File: src/rtl/sw_bcd_sequencer.sv
// Serial binary-to-BCD converter (double dabble, one step per clock) with start/busy/done
// handshake and leading-zero mask. Optional macro AUTO_START_EN: start on any sw change.
module sw_bcd_sequencer #(
    parameter int IN_W   = 10,
    parameter int DIGITS = 4
) (
    input  logic                  clk,
    input  logic                  reset_n,
    input  logic [IN_W-1:0]       sw,
    input  logic                  start,
    output logic                  busy,
    output logic                  done,
    output logic [4*DIGITS-1:0]   bcd,
    output logic [DIGITS-1:0]     lz_mask,
    output logic                  overflow
);

    localparam int CNT_W = $clog2(IN_W + 1);
    localparam logic [DIGITS-1:0] LZ_RESET = {{(DIGITS-1){1'b1}}, 1'b0};

    typedef enum logic [1:0] {
        S_IDLE,
        S_SHIFT,
        S_DONE
    } state_t;

    state_t               r_state;
    state_t               w_state_nxt;

    logic [IN_W-1:0]      r_shreg;
    logic [4*DIGITS-1:0]  r_work;
    logic [CNT_W-1:0]     r_cnt;
    logic                 r_ovf;
    logic                 r_busy;
    logic                 r_done;
    logic [4*DIGITS-1:0]  r_bcd;
    logic [DIGITS-1:0]    r_lz_mask;
    logic                 r_overflow;

    logic                 w_go;
    logic                 w_capture;
    logic                 w_step;
    logic                 w_finish;
    logic                 w_last_step;
    logic [4*DIGITS-1:0]  w_adj;
    logic [4*DIGITS-1:0]  w_work_nxt;
    logic                 w_shift_out;
    logic [DIGITS-1:0]    w_lz;

`ifdef AUTO_START_EN
    logic [IN_W-1:0]      r_last_op;

    always_comb w_go = start | (sw != r_last_op);

    always_ff @(posedge clk or negedge reset_n) begin
        if (!reset_n) begin
            r_last_op <= '0;
        end else if (w_capture) begin
            r_last_op <= sw;
        end
    end
`else
    always_comb w_go = start;
`endif

    assign w_last_step = (r_cnt == CNT_W'(IN_W - 1));

    // State register.
    always_ff @(posedge clk or negedge reset_n) begin
        if (!reset_n) begin
            r_state <= S_IDLE;
        end else begin
            r_state <= w_state_nxt;
        end
    end

    // NOTE: every signal driven here gets a default first, so no path can infer a latch.
    always_comb begin
        w_state_nxt = r_state;
        w_capture   = 1'b0;
        w_step      = 1'b0;
        w_finish    = 1'b0;
        case (r_state)
            S_IDLE: begin
                if (w_go) begin
                    w_capture   = 1'b1;
                    w_state_nxt = S_SHIFT;
                end
            end
            S_SHIFT: begin
                w_step = 1'b1;
                if (w_last_step) begin
                    w_state_nxt = S_DONE;
                end
            end
            S_DONE: begin
                w_finish    = 1'b1;
                w_state_nxt = S_IDLE;
            end
            default: begin
                w_state_nxt = S_IDLE;
            end
        endcase
    end

    // Add-3 correction on every digit, then shift the next operand bit into digit 0.
    always_comb begin
        w_adj = r_work;
        for (int i = 0; i < DIGITS; i++) begin
            if (r_work[4*i +: 4] >= 4'd5) begin
                w_adj[4*i +: 4] = r_work[4*i +: 4] + 4'd3;
            end
        end
        w_shift_out = w_adj[4*DIGITS-1];
        w_work_nxt  = {w_adj[4*DIGITS-2:0], r_shreg[IN_W-1]};
    end

    // A digit is blanked only when it and every more significant digit are zero.
    always_comb begin
        logic v_run;
        v_run = 1'b1;
        w_lz  = '0;
        for (int i = DIGITS - 1; i >= 1; i--) begin
            v_run   = v_run & (r_work[4*i +: 4] == 4'd0);
            w_lz[i] = v_run;
        end
    end

    // NOTE: sequential state uses non-blocking assignments so every register samples
    // the pre-edge values regardless of statement order.
    always_ff @(posedge clk or negedge reset_n) begin
        if (!reset_n) begin
            r_shreg    <= '0;
            r_work     <= '0;
            r_cnt      <= '0;
            r_ovf      <= 1'b0;
            r_busy     <= 1'b0;
            r_done     <= 1'b0;
            r_bcd      <= '0;
            r_lz_mask  <= LZ_RESET;
            r_overflow <= 1'b0;
        end else begin
            r_done <= 1'b0;
            if (w_capture) begin
                r_shreg <= sw;
                r_work  <= '0;
                r_cnt   <= '0;
                r_ovf   <= 1'b0;
                r_busy  <= 1'b1;
            end
            if (w_step) begin
                r_shreg <= {r_shreg[IN_W-2:0], 1'b0};
                r_work  <= w_work_nxt;
                r_cnt   <= r_cnt + CNT_W'(1);
                r_ovf   <= r_ovf | w_shift_out;
            end
            if (w_finish) begin
                r_bcd      <= r_work;
                r_overflow <= r_ovf;
                r_lz_mask  <= w_lz;
                r_done     <= 1'b1;
                r_busy     <= 1'b0;
            end
        end
    end

    assign busy     = r_busy;
    assign done     = r_done;
    assign bcd      = r_bcd;
    assign lz_mask  = r_lz_mask;
    assign overflow = r_overflow;

endmodule

File: config.mk
export PLATFORM = sky130hd
export DESIGN_NAME = sw_bcd_sequencer
export DESIGN_NICKNAME = d
export VERILOG_FILES = /design/src/rtl/sw_bcd_sequencer.sv
export SDC_FILE = /design/constraint.sdc
export NUM_CORES = 1
export LEC_CHECK = 0
export CORE_UTILIZATION = 35
export CTS_CLUSTER_SIZE = 40
export DETAILED_ROUTE_END_ITERATION = 10
export PLACE_DENSITY_LB_ADDON = 0.25
export SLEW_MARGIN = 20
export SYNTH_ARGS = -nofsm -noshare
export SYNTH_HDL_FRONTEND = slang
export SYNTH_SLANG_ARGS = --single-unit
File: constraint.sdc
create_clock -name clk -period 1.45 [get_ports clk]
set_input_delay 0.29 -clock clk [delete_from_list [all_inputs] [get_ports clk]]
set_output_delay 0.29 -clock clk [all_outputs]
set_load 0.02 [all_outputs]
==> results.txt <==
- Result of the run: complete, but fails checks
- The final reports fail on setup timing.
- Area of the placeable core: 6910 sq um
- In this run the worst path has a maximum fanout of 2.
- Final-stage net count: 333
- After synthesis, the largest family of logic cells by area is compound AO/OA/AOI/OAI gates.
* Half-perimeter wire length of the detailed placement result: 3930 microns
* Number of synthesized register bits: 55
- Max IR drop VDD: 0.000839 V
- Entering global routing, the biggest net connects 26 pins.
* Clock buffers created by TritonCTS: 5
* Placed instance count: 387
* Sequential cell area fraction in the yosys report: 0.545
* Portion of the clock cycle consumed by the worst path in the final layout: 1.04
- Routed wire length: 5580 microns
* Post-Synthesis Cell Area: 2530 sq um
* ANT nets after route: 0
- Crit path required time: 1.70 ns
- Max-cap violations in this run came to 0.
* Clk_lat worst skew: 0.31 ns
- Summed over all cells, the static leakage comes to 1.66 nW.
- Basic-gate share of the synthesized area counting and, or, nand and nor cells: 0.120
* Worst min path class: in -> async
- After synthesis, the netlist uses 37 different library cells.
- Dividing total power by cell area gives a power density of 2290 nW/um^2.
- Initial standard-cell utilization of the core: 0.367
- Net count after synthesis: 255
- For this run, the detailed router's first-pass iteration total came to 4.
- Die X: 87.1 microns
- Global-route wire length before repair: 9140 microns
* Share of flip-flops with an asynchronous set or reset after synthesis: 1.00
* Area fraction in compound gates after synthesis: 0.149
- Clock Sink Count: 55
* Slack of the critical path: -0.0586 ns
- Global Route Usage Sum: 0.156
- Post-detailed-route via-to-cell ratio: 4.79
* Placer's final routability congestion estimate: 0.763
- The finished layout holds 405 standard cells, fillers aside.
- F_max: 663 MHz
* Via count of the first global-routing pass: 1900
* Count of fill cells added during filler insertion: 654
- Wire length per cell: 13.8 microns
- Number of cells produced by synthesis: 230
* Setup violations, final: 3
* Endpoints failing hold: 0
* Final global-route overflow total: 0
- Top flip-flop cell by instance count after synthesis: dfrtp_1
- The longest clock path from root to sink contains 2 buffers.
- Maximum level of the CTS H-tree: 2
- Element type at the critical path end: flip-flop
- DRC violation count after routing: 0
- During placement, the flow inserted port buffers numbering 34.
- The portion of synthesized area spent on multiplexers is 0.0568.
- Synth Area in XOR/XNOR: 0.0208
- Total number of vias: 1940
- The initial antenna violation count was 0.
- Total power consumption of the routed design: 8.22 mW
- Compared with the post-synthesis result, the final layout area differs by 41.6%.
- STA classifies the critical path startpoint as a flip-flop.
- Of the total synthesized cell area, the portion taken by full adders, half adders and majority gates is 0.0593.
* Share of post-route cells with drive strength above 1: 0.337
- Pin placement for this block handled 36 I/O pins.
* TritonCTS clock tree: done
- After the first detailed-routing iteration, the DRC count stood at 51.
- Die area: 7580 sq um
- For this run, the number of Yosys warnings is 0.
- Setup Crit Path Kind: reg -> reg
- The floorplan has 30 rows.
- Post-synth EDFFs: 0
* Die height: 87.1 microns
- Master cell of the clock root buffer: clkbuf_8
- Setup repair after global routing could not meet its margin everywhere.
* Fin. max-slew vios: 0
* Clock Skew: 0.0105 ns
- The average instance in the mapped netlist occupies 11.0 sq um.
* Antenna cells: 0
- Data arrives at the worst endpoint at 1.75 ns.
- The smallest clock period supported by the final layout is computed as 1.51 ns.
- Clock input transition at the sequential cells of the worst setup and hold paths: 0.10 ns
==> where the power goes <==
group          switching [mW]  internal [mW]  leakage (nW)  total (mW)
clock network           0.502          0.690        0.0654        1.19
logic                    2.10           2.24         0.919        4.35
registers               0.470           2.21         0.675        2.68
total                    3.08           5.14          1.66        8.22
==> repair_timing <==
action / 4_1_cts / 5_1_grt
endpoints found under the hold margin: 14 / 0
hold buffers: 1 / 0
gates cloned: 0 / 0
gates resized for setup: 38 / 25
pin swaps: 6 / 7
setup endpoints to repair: 28 / 14
setup buffers: 8 / 1
==> flip-flops by register name (all words and copies together) (netlist names) <==
signal    flops
busy          1
lz_mask       3
r_work       16
r_cnt         4
r_ovf         1
r_state       2
done          1
bcd          16
overflow      1
r_shreg      10
==> cells in the final DEF, fill, tap and decap left out, types with 4 or more instances in the layout <==
master / synthesis / routed
dfrtp_1: 52 / 51
nand3_1: 4 / 4
clkbuf_8: 0 / 5
nand2_1: 39 / 39
clkdlybuf4s50_1: 0 / 11
nor2_1: 6 / 6
o22ai_1: 7 / 6
mux2_2: 11 / 9
inv_2: 0 / 7
ha_4: 0 / 5
ha_1: 12 / 5
o21ai_0: 21 / 18
a32o_1: 4 / 4
buf_4: 2 / 42
dlygate4sd2_1: 0 / 19
buf_12: 1 / 5
a22oi_1: 8 / 8
==> routing by layer <==
layer,routed length (microns),part of all wire,GRT usage
met1,2590,0.46,0.204
met2,2780,0.50,0.261
met3,147,0.026,0.0313
met4,65,0.012,0.0455
met5,0,0,0
==> cell usage after synthesis (2+ instances only) <==
library cell  number  share of area
nor3b_1            2         0.0059
nand4_1            2         0.0049
a22oi_1            8          0.024
o31ai_2            2         0.0099
inv_1             11          0.016
a21oi_1            6          0.012
o31ai_1            4          0.012
dfrtp_1           52           0.51
buf_4              2         0.0059
nand2b_1           4         0.0099
buf_2              4         0.0079
ha_1              12          0.059
o21ai_0           21          0.042
a22o_1             2         0.0069
nor2_1             6         0.0089
dfstp_2            3          0.031
mux2_2            11          0.049
xnor2_1            4          0.014
clkbuf_1           4         0.0059
a32o_1             4          0.016
mux2i_1            2         0.0079
xor2_1             2         0.0069
nand3_1            4         0.0079
o22ai_1            7          0.017
nand2_1           39          0.058
==> critical path, cell delays in order, from the launching register on <==
cell      delay (ns)
dfrtp_2         0.44
buf_12          0.13
ha_4            0.14
nand2b_4        0.14
a21oi_4         0.17
mux2_4          0.31
o21ai_1         0.11
==> kinds of logic after synthesis <==
| logic type | count (synthesis) |
|---|---|
| AOI/OAI and AO/OA | 57 |
| xor gates and xnor gates | 6 |
| adders and majority gates | 12 |
| buffers and inverters | 23 |
| DFF | 55 |
| muxes | 13 |
| other | 1 |
| and+or+nand+nor | 63 |
==> final timing paths <==
| check | start | to | slack [ns] | cells after the start |
|---|---|---|---|---|
| worst max-delay path | r_work[8] | r_work[10] | -0.06 | 6 |
| worst min-delay path | reset_n | bcd[7] | 0.47 | 2 |
| worst max register to register | r_work[8] | r_work[10] | -0.06 | 6 |
| worst min register to register | lz_mask[1] | lz_mask[1] | 0.47 | 2 |
| max in group asynchronous | reset_n | r_work[1] | 0.50 | 3 |
| min in group clk | lz_mask[1] | lz_mask[1] | 0.47 | 2 |
==> metrics by stage <==
stage | instance area (sq um) | util | setup WS (ns) | setup TNS, ns | hold slack [ns]
CTS | 3490 | 0.505 | -0.0103 | -0.0103 | 0.477
global placement | 3260 | 0.472 | -0.321 | -7.63 | 0.283
global route | 3580 | 0.519 | -0.111 | -0.322 | 0.501
floorplan | 2540 | - | -0.0173 | -0.0173 | -0.00559
detailed placement | 3260 | 0.472 | -0.353 | -7.28 | 0.282
finish | 3580 | 0.519 | -0.0586 | -0.0843 | 0.467
==> layout make-up <==
class	count	area, sq um	area share
clock buffers	6	72.6	0.0202
clock inverters	2	60.1	0.0168
inverters	11	43.8	0.0122
multi-input cells	152	1170	0.327
flip-flops and latches	55	1380	0.385
well taps	96	120	0.0335
repair buffers	83	733	0.205
(Power assumes the default switching activity.)
